<file path="src/rtl/div_sequencer.sv">
// div_sequencer: multi-cycle restoring divider controller, one quotient bit per clock.
// Optional signed support is enabled by defining DIV_SIGNED_EN.
module div_sequencer #(
  parameter int WIDTH = 32,
  parameter int CNT_W = 6
) (
  input  logic             clk,
  input  logic             rst,
  input  logic             start,
  input  logic             is_signed,
  input  logic [WIDTH-1:0] dividend,
  input  logic [WIDTH-1:0] divisor,
  input  logic             flush,
  output logic             busy,
  output logic             stall,
  output logic             done,
  output logic             write_quotient,
  output logic             write_remainder,
  output logic             div_by_zero,
  output logic [WIDTH-1:0] quotient,
  output logic [WIDTH-1:0] remainder
);
  typedef enum logic [1:0] {IDLE, RUN, FIN} state_t;
  state_t state, state_nx;
  logic [WIDTH-1:0] q, r, d, a_mag, b_mag, q_fix, r_fix;
  logic [CNT_W-1:0] cnt;
  logic [WIDTH:0] shifted, trial;
  logic dz;
  assign shifted = {r, q[WIDTH-1]};
  assign trial = shifted - {1'b0, d};
  assign busy = state != IDLE;
  assign stall = (start & (state == IDLE)) | busy;
  assign write_quotient = done;
  assign write_remainder = done;
`ifdef DIV_SIGNED_EN
  logic neg_q, neg_r, sa, sb;
  assign sa = is_signed & dividend[WIDTH-1];
  assign sb = is_signed & divisor[WIDTH-1];
  assign a_mag = sa ? -dividend : dividend;
  assign b_mag = sb ? -divisor : divisor;
  assign q_fix = neg_q ? -q : q;
  assign r_fix = neg_r ? -r : r;
  always_ff @(posedge clk or posedge rst)
    if (rst) begin
      neg_q <= 1'b0;
      neg_r <= 1'b0;
    end else if (!flush && state == IDLE && start) begin
      neg_q <= sa ^ sb;
      neg_r <= sa;
    end
`else
  logic unused_signed;
  assign unused_signed = is_signed;
  assign a_mag = dividend;
  assign b_mag = divisor;
  assign q_fix = q;
  assign r_fix = r;
`endif
  always_ff @(posedge clk or posedge rst)
    if (rst) state <= IDLE;
    else state <= state_nx;
  always_comb begin
    state_nx = state;
    if (flush) state_nx = IDLE;
    else if (state == IDLE) state_nx = start ? ((divisor == '0) ? FIN : RUN) : IDLE;
    else if (state == RUN) state_nx = (cnt == CNT_W'(1)) ? FIN : RUN;
    else state_nx = IDLE;
  end
  // On divide-by-zero q holds the raw dividend so it can be returned as the remainder.
  always_ff @(posedge clk or posedge rst)
    if (rst) begin
      q <= '0;
      r <= '0;
      d <= '0;
      cnt <= '0;
      dz <= 1'b0;
      done <= 1'b0;
      div_by_zero <= 1'b0;
      quotient <= '0;
      remainder <= '0;
    end else begin
      done <= 1'b0;
      div_by_zero <= 1'b0;
      if (!flush) begin
        if (state == IDLE && start) begin
          q <= (divisor == '0) ? dividend : a_mag;
          d <= b_mag;
          r <= '0;
          cnt <= CNT_W'(WIDTH);
          dz <= divisor == '0;
        end else if (state == RUN) begin
          r <= trial[WIDTH] ? shifted[WIDTH-1:0] : trial[WIDTH-1:0];
          q <= {q[WIDTH-2:0], ~trial[WIDTH]};
          cnt <= cnt - CNT_W'(1);
        end else if (state == FIN) begin
          quotient <= dz ? '1 : q_fix;
          remainder <= dz ? q : r_fix;
          done <= 1'b1;
          div_by_zero <= dz;
        end
      end
    end
endmodule

</file>
<file path="config.mk">
export PLATFORM = sky130hd
export DESIGN_NAME = div_sequencer
export DESIGN_NICKNAME = d
export VERILOG_FILES = /design/src/rtl/div_sequencer.sv
export SDC_FILE = /design/constraint.sdc
export NUM_CORES = 1
export LEC_CHECK = 0
export CELL_PAD_IN_SITES_DETAIL_PLACEMENT = 1
export CELL_PAD_IN_SITES_GLOBAL_PLACEMENT = 1
export CORE_ASPECT_RATIO = 1.4
export CORE_MARGIN = 4
export CORE_UTILIZATION = 45
export CTS_CLUSTER_SIZE = 25
export DETAILED_ROUTE_END_ITERATION = 8
export GPL_TIMING_DRIVEN = 0
export PLACE_DENSITY = 0.95
export SLEW_MARGIN = 20
export SYNTH_ARGS = -nofsm -noshare
export SYNTH_HDL_FRONTEND = slang
export SYNTH_SLANG_ARGS = --single-unit
</file>
<file path="constraint.sdc">
create_clock -name clk -period 9.9 [get_ports clk]
set_clock_uncertainty 0.15 [all_clocks]
set_input_delay 0.99 -clock clk [delete_from_list [all_inputs] [get_ports clk]]
set_output_delay 0.99 -clock clk [all_outputs]
set_load 0.1 [all_outputs]
</file>
==> flow_summary_export.csv, run 1 <==
group,metric,value,unit
outcome,status,"complete, no violations",
logic_synthesis,async_reset_ff_share,100,%
global_route,antenna_found_initial,0,
logic_synthesis,postSynthAreaPerCell,9.18,µm²
critical_path,cp_max_fo,10,
place,detailed_place.area,11100,µm²
finish,area_delta_synth_final,24.2,%
logic_synthesis,synth.distinct_cells,66,
timing,finalMaxSlewViolations,0,
clock_tree,clkSinkCount,171,
critical_path,crit_path_end_kind,"register",
detailed_routing,initialDrtViolationCount,578,
clock_tree,clk_pin_slew_worst_paths,70,ps
critical_path,critical_path.n_buffers_inverters,4,
timing,max_slew_headroom,29.9,%
detailed_routing,post_drt_via_cell_ratio,5.99,
clock_tree,insertion_delay,440,ps
clock_tree,hold_buffers,0,
power,powerDensity,264,nW/µm²
clock_tree,cts_setup_buffers,0,
detailed_routing,drt_drc_violations_left,0,
finish,final_layout_size_suffix_gt1_share,5.03,%
power,total_leakage_power,4.98,nW
die,die_w,130,µm
critical_path,cell_family_with_most_cp_delay,"compound AO/OA/AOI/OAI gates",
clock_tree,postCtsResizedCells,0,
detailed_routing,drt-total-wl,33500,µm
global_route,grt_util_all_layers,29.4,%
power,max_ir_drop_vdd,139,µV
worst_hold_path,holdCritPathClass,"reg2reg",
critical_path,critPathLaunchType,"register",
clock_tree,ctsHtreeMaxLevel,4,
critical_path,worst_ep_arrival_time,4080,ps
clock_tree,ctsLongestPathBuffers,2,
die,die_height,179,µm
timing,report.final.setup_viol,0,
global_route,first_global_vias,9690,
die,design.die.area,23300,µm²
timing,worstMarginPinSlew,1050,ps
logic_synthesis,syn-cell-area,9400,µm²
timing,min_period,3950,ps
global_route,grt_first_pass_wirelength,53500,µm
finish,nFillCells,2330,
detailed_routing,wirelength_per_cell,23.1,µm
timing,timing.final.hold_violations,0,
logic_synthesis,ys_seq_area_share,45.5,%
logic_synthesis,netlist_instances,1024,
die,floorplan.io_pins,139,
finish,antenna_cells,0,
critical_path,cpMostUsedCell,"sky130_fd_sc_hd__inv_1",
critical_path,slowest_stage,"sky130_fd_sc_hd__dfrtp_1",
logic_synthesis,yosysWarnings,0,
clock_tree,tritoncts,"done",
detailed_routing,routed_via_count,8683,
detailed_routing,remaining_number_of_nets_flagged_by_the_antenna_check_after_routing,0,
timing,grt_setup_unrepaired,"no",
critical_path,series_of_cell_instances_along_the_critical_path,"inv_1 -> ha_1 -> inv_1 -> fa_1 -> a211oi_1 -> o211ai_1 -> nand3_1 -> a211oi_2 -> nor4b_2 -> nand3b_1 -> o311ai_1 -> buf_6 -> buf_12 -> mux2i_1 -> o21ai_1",
timing,layout_worst_path_cycle_share,39.9,%
logic_synthesis,yosys_most_used_dff,"sky130_fd_sc_hd__dfrtp_1",
critical_path,worstRegToRegCells,15,
logic_synthesis,syn_nets,1128,
finish,final_area,11700,µm²
critical_path,worst-endpoint-required,10040,ps
critical_path,worstSetupPathType,"reg2reg",
worst_hold_path,worst_hold_path.num_cells,2,
place,gp_congestion,0.877,
job,drv.max_cap_violation_count,0,
logic_synthesis,synth_edf_count,0,
place,port-buffer-count,137,
global_route,global_route.overflow_total,0,
detailed_routing,drtPass1Iterations,5,
timing,setup_tns,0,ps
clock_tree,cts_made_buffers,17,
finish,final_nets,1285,
critical_path,cp_num_cells,15,
power,total_power,3.08,mW
critical_path,slowest_delay,440,ps
die,placement_rows,62,
place,detailedPlacementHpwl,24300,µm
die,initial_core_util,45.7,%
die,fp.coreArea,20600,µm²
clock_tree,cts-root-buf,"sky130_fd_sc_hd__clkbuf_16",
timing,max_freq,0.253,GHz
timing,hold_ws,377,ps
global_route,grt_start_max_net_pins,107,
logic_synthesis,ys_seq_elements,171,
==> worst paths after layout <==
path | to | startpoint | slack [ps]
hold / removal | d[0] | d[0] | 380
min in group asynchronous | quotient[4] | rst | 840
max in group asynchronous | remainder[27] | rst | 7870
hold reg to reg | d[0] | d[0] | 380
setup / recovery | r[4] | q[31] | 5950
setup reg to reg | r[4] | q[31] | 5950
==> tightest hold or removal path, cell delays in order, from the launching register on <==
cell                      delay, ps
sky130_fd_sc_hd__dfrtp_1        360
sky130_fd_sc_hd__nand2_1         70
sky130_fd_sc_hd__nand2_1         60
==> synthesized netlist by cell type, types with 4 or more instances <==
master                     count  share of area (%)
sky130_fd_sc_hd__a21o_1       10               0.80
sky130_fd_sc_hd__a21oi_1      95                5.1
sky130_fd_sc_hd__a31oi_1       7               0.47
sky130_fd_sc_hd__buf_4         6               0.48
sky130_fd_sc_hd__clkbuf_1     48                1.9
sky130_fd_sc_hd__dfrtp_1     171                 46
sky130_fd_sc_hd__ha_1         34                4.5
sky130_fd_sc_hd__inv_1        42                1.7
sky130_fd_sc_hd__mux2i_1      95                 10
sky130_fd_sc_hd__nand2_1     106                4.2
sky130_fd_sc_hd__nand3_1      23                1.2
sky130_fd_sc_hd__nand4_1       8               0.53
sky130_fd_sc_hd__nor2_1      126                5.0
sky130_fd_sc_hd__nor3_1       12               0.64
sky130_fd_sc_hd__nor3b_1       4               0.32
sky130_fd_sc_hd__nor4_1       12               0.80
sky130_fd_sc_hd__o211ai_1      7               0.56
sky130_fd_sc_hd__o21a_1        4               0.32
sky130_fd_sc_hd__o21ai_0      58                3.1
sky130_fd_sc_hd__o21ai_1      56                3.0
sky130_fd_sc_hd__o21bai_1      4               0.32
sky130_fd_sc_hd__or3_1         5               0.33
sky130_fd_sc_hd__xnor2_1      18                1.7
sky130_fd_sc_hd__xor2_1       14                1.3
==> power breakdown <==
group | switching, mW | internal (mW) | total [mW]
Sequential | 0.171 | 0.874 | 1.05
Clock | 0.314 | 0.326 | 0.640
Combinational | 1.01 | 0.384 | 1.39
Total | 1.49 | 1.58 | 3.08
==> metrics by stage <==
stage,setup WS (ps),utilization [%],std cells
after floorplan,4130,-,1024
after global placement,1910,53.9,1417
after detailed placement,5780,54.1,1418
after CTS,5990,56.8,1450
after global routing,5820,56.8,1450
final,5950,56.8,1450
==> sequential cells by signal, summed over array words and instances (netlist names) <==
| signal | count |
|---|---|
| remainder | 32 |
| q | 32 |
| d | 32 |
| div_by_zero | 1 |
| state | 2 |
| dz | 1 |
| r | 32 |
| quotient | 32 |
| cnt | 6 |
| done | 1 |
==> area by class of cell <==
type / count / area [µm²] / share of cell area [%]
Multi-Input combinational cell: 747 / 4610 / 39.5
Tap cell: 256 / 320 / 2.74
Clock buffer: 18 / 429 / 3.68
Inverter: 42 / 165 / 1.41
Timing Repair Buffer: 138 / 1400 / 12.0
Sequential cell: 171 / 4280 / 36.7
Buffer: 64 / 352 / 3.01
Clock inverter: 14 / 114 / 0.975
==> logic make-up (layout without fill, tap and decap cells) <==
family / count (synthesis) / after routing / share of synthesized area, %
compound gates: 268 / 268 / 16.3
fa+ha+maj: 35 / 35 / 4.74
buf+inv: 106 / 276 / 5.42
flops: 171 / 171 / 45.5
xor+xnor: 32 / 32 / 2.98
mux: 96 / 96 / 10.2
simple gates: 316 / 316 / 14.8
==> placed cells by master, fill, tap and decap left out, types with 4 or more instances in the layout <==
master                              n
sky130_fd_sc_hd__o21ai_0           58
sky130_fd_sc_hd__inv_1             41
sky130_fd_sc_hd__or3_1              5
sky130_fd_sc_hd__buf_4              6
sky130_fd_sc_hd__o211ai_1           7
sky130_fd_sc_hd__o21bai_1           4
sky130_fd_sc_hd__o21ai_1           56
sky130_fd_sc_hd__nand2_1          106
sky130_fd_sc_hd__clkinvlp_4         5
sky130_fd_sc_hd__nand4_1            8
sky130_fd_sc_hd__a21o_1            10
sky130_fd_sc_hd__mux2i_1           95
sky130_fd_sc_hd__nor4_1            12
sky130_fd_sc_hd__clkdlybuf4s50_1  137
sky130_fd_sc_hd__nand3_1           23
sky130_fd_sc_hd__dfrtp_1          171
sky130_fd_sc_hd__clkbuf_1          49
sky130_fd_sc_hd__clkbuf_16         17
sky130_fd_sc_hd__xor2_1            14
sky130_fd_sc_hd__a21oi_1           95
sky130_fd_sc_hd__xnor2_1           18
sky130_fd_sc_hd__nor3_1            12
sky130_fd_sc_hd__a31oi_1            7
sky130_fd_sc_hd__o21a_1             4
sky130_fd_sc_hd__nor2_1           126
sky130_fd_sc_hd__ha_1              34
==> layer usage <==
metal	global-route usage, %	part of all wire [%]
met1	33.8	39
met2	52.7	53
met3	4.50	3.8
met4	14.3	4.8
met5	0	0
(Power assumes the default switching activity.)
==> run 2: changes to the inputs <==
--- a/config.mk
+++ b/config.mk
@@ -9,11 +9,11 @@
 export CELL_PAD_IN_SITES_GLOBAL_PLACEMENT = 1
 export CORE_ASPECT_RATIO = 1.4
 export CORE_MARGIN = 4
-export CORE_UTILIZATION = 45
+export CORE_UTILIZATION = 42
 export CTS_CLUSTER_SIZE = 25
 export DETAILED_ROUTE_END_ITERATION = 8
 export GPL_TIMING_DRIVEN = 0
-export PLACE_DENSITY = 0.95
+export PLACE_DENSITY = 0.91
 export SLEW_MARGIN = 20
 export SYNTH_ARGS = -nofsm -noshare
 export SYNTH_HDL_FRONTEND = slang
==> constraint.sdc (replaced) <==
create_clock -name clk -period 3.9 [get_ports clk]
set_clock_uncertainty 0.15 [all_clocks]
set_input_delay 0.39 -clock clk [delete_from_list [all_inputs] [get_ports clk]]
set_output_delay 0.39 -clock clk [all_outputs]
set_load 0.1 [all_outputs]
==> run 2 against run 1 <==
Compared with the run above:
- power rose to 2.6 times the previous value
- combinational power rose to 2.6 times the previous value
- sequential cell count did not move
- design area rose by 2.4%
- routed wire length rose by 2.4%
- clock power rose to 3.0 times the previous value
==> flow_summary_export.csv, run 2 (synthesized netlist as in run 1, its figures left out) <==
group,metric,value,unit
finish,final_nets,1291,
critical_path,worst_ep_arrival_time,3870,ps
global_route,grt_util_met1,30.8,%
place,detailedPlacementHpwl,24500,µm
place,port-buffer-count,137,
die,design.die.area,24900,µm²
worst_hold_path,holdCritPathClass,"in2async",
place,detailed_place.area,11300,µm²
clock_tree,clkSinkCount,171,
timing,max_slew_headroom,30.5,%
critical_path,timing.rr.end,"r[29]",
finish,multiInputGateArea,4630,µm²
outcome,status,"complete, no violations",
timing,max_freq,0.268,GHz
global_route,grt.met2_usage,51.8,%
timing,report.final.setup_viol,0,
global_route,grt_first_pass_wirelength,54400,µm
detailed_routing,drt_drc_violations_left,0,
detailed_routing,initialDrtViolationCount,645,
timing,setup_tns,0,ps
timing,finalMaxSlewViolations,0,
finish,area_delta_synth_final,27.2,%
finish,final_area,12000,µm²
detailed_routing,post_drt_via_cell_ratio,5.87,
clock_tree,ctsHtreeMaxLevel,4,
critical_path,worstSetupEndpoint,"r[29]",
critical_path,r2r_setup_slack,160,ps
critical_path,worstSetupStartpoint,"q[31]",
global_route,busiest_layer,"met2",
global_route,first_global_vias,9692,
place,gp_congestion,0.944,
timing,min_period,3740,ps
critical_path,cp_max_fo,5,
job,drv.max_cap_violation_count,0,
finish,antenna_cells,0,
critical_path,worst-endpoint-required,4040,ps
die,fp.coreArea,21900,µm²
timing,layout_worst_path_cycle_share,95.8,%
clock_tree,insertion_delay,440,ps
detailed_routing,drt-total-wl,34300,µm
timing,hold_ws,283,ps
critical_path,crit_path_end_kind,"register",
clock_tree,tritoncts,"done",
timing,grt_setup_unrepaired,"no",
clock_tree,hold_buffers,0,
timing,worstMarginPinSlew,1040,ps
critical_path,slowest_delay,440,ps
die,die_w,134,µm
finish,nFillCells,2544,
critical_path,series_of_cell_instances_along_the_critical_path,"inv_1 -> ha_1 -> inv_1 -> fa_1 -> a211oi_2 -> o211ai_1 -> nand3_2 -> a211oi_2 -> nor4b_2 -> nand3b_1 -> o311ai_1 -> buf_6 -> buf_4 -> mux2i_1 -> o21ai_1",
finish,regArea,4280,µm²
critical_path,critPathLaunchType,"register",
global_route,grt_use_met3,4.02,%
critical_path,worstRegToRegCells,15,
power,total_power,8.14,mW
clock_tree,ctsLongestPathBuffers,2,
global_route,global_route.overflow_total,0,
finish,mostFrequentLayoutCells,"sky130_fd_sc_hd__dfrtp_1 (171), sky130_fd_sc_hd__clkdlybuf4s50_1 (137), sky130_fd_sc_hd__nor2_1 (126)",
critical_path,cell_family_with_most_cp_delay,"compound AO/OA/AOI/OAI gates",
die,die_height,185,µm
critical_path,slowest_stage,"sky130_fd_sc_hd__fa_1",
power,powerDensity,681,nW/µm²
critical_path,cp_num_cells,15,
detailed_routing,wirelength_per_cell,23.0,µm
timing,timing.final.hold_violations,0,
die,placement_rows,64,
critical_path,worstSetupPathType,"reg2reg",
die,initial_core_util,42.8,%
finish,final_layout_size_suffix_gt1_share,5.67,%
critical_path,r2r_start,"q[31]",
finish,layout.cells.most_common,"sky130_fd_sc_hd__dfrtp_1",
clock_tree,cts-root-buf,"sky130_fd_sc_hd__clkbuf_16",
global_route,grt_util_all_layers,27.9,%
global_route,antenna_found_initial,0,
die,floorplan.io_pins,139,
clock_tree,clk_pin_slew_worst_paths,70,ps
global_route,grt_start_max_net_pins,36,
power,max_ir_drop_vdd,349,µV
detailed_routing,routed_via_count,8782,
detailed_routing,drtPass1Iterations,5,
power,total_leakage_power,5.09,nW
clock_tree,cts_made_buffers,17,
detailed_routing,remaining_number_of_nets_flagged_by_the_antenna_check_after_routing,0,
critical_path,critical_path.n_buffers_inverters,4,
==> run 2: where the power goes <==
group          switching (mW)  internal [mW]  leakage (nW)
logic                    2.57          0.987          2.50
clock network           0.748           1.19         0.319
registers               0.436           2.22          2.28
==> run 2: worst min-delay path by stage <==
stage	cells past startpoint	start	endpoint	slack (ps)
after floorplan	2	d[0]	d[0]	300
after global placement	2	d[0]	d[0]	320
after detailed placement	2	d[0]	d[0]	340
after CTS	2	rst	q[7]	300
after global routing	2	rst	quotient[6]	320
final	2	rst	quotient[5]	280
==> run 2: routing by layer <==
layer	up-vias	wire length (µm)
li1	3880	-
met3	119	1430
met2	347	18400
met4	0	1720
met1	4436	12700
met5	-	0
==> run 2: cell type report <==
class	instances	area share, %
Multi-Input combinational cell	747	38.7
Sequential cell	171	35.8
Timing Repair Buffer	144	12.6
Clock buffer	21	3.94
Tap cell	297	3.11
Buffer	64	2.94
Clock inverter	10	1.58
Inverter	42	1.35
==> run 2: worst register-to-register path: stages, from the launching register on <==
cell,delay [ps]
sky130_fd_sc_hd__dfrtp_1,420
sky130_fd_sc_hd__inv_1,110
sky130_fd_sc_hd__ha_1,260
sky130_fd_sc_hd__inv_1,80
sky130_fd_sc_hd__fa_1,440
sky130_fd_sc_hd__a211oi_2,300
sky130_fd_sc_hd__o211ai_1,210
sky130_fd_sc_hd__nand3_2,190
sky130_fd_sc_hd__a211oi_2,90
sky130_fd_sc_hd__nor4b_2,310
sky130_fd_sc_hd__nand3b_1,120
sky130_fd_sc_hd__o311ai_1,130
sky130_fd_sc_hd__buf_6,220
sky130_fd_sc_hd__buf_4,150
sky130_fd_sc_hd__mux2i_1,290
sky130_fd_sc_hd__o21ai_1,130
==> run 2: through the flow <==
stage | instances | worst slack (ps) | utilization [%]
final | 1496 | 164 | 54.5
after global routing | 1496 | 4.86 | 54.5
after CTS | 1494 | 64.0 | 54.4
after detailed placement | 1463 | 131 | 51.3
after global placement | 1458 | -227 | 50.8
after floorplan | 1024 | 845 | -
==> run 2: timing repair <==
action,in CTS,in global routing
resized for setup,1,1
setup buffers,0,2
setup endpoints to repair,2,27
pin swaps,0,1
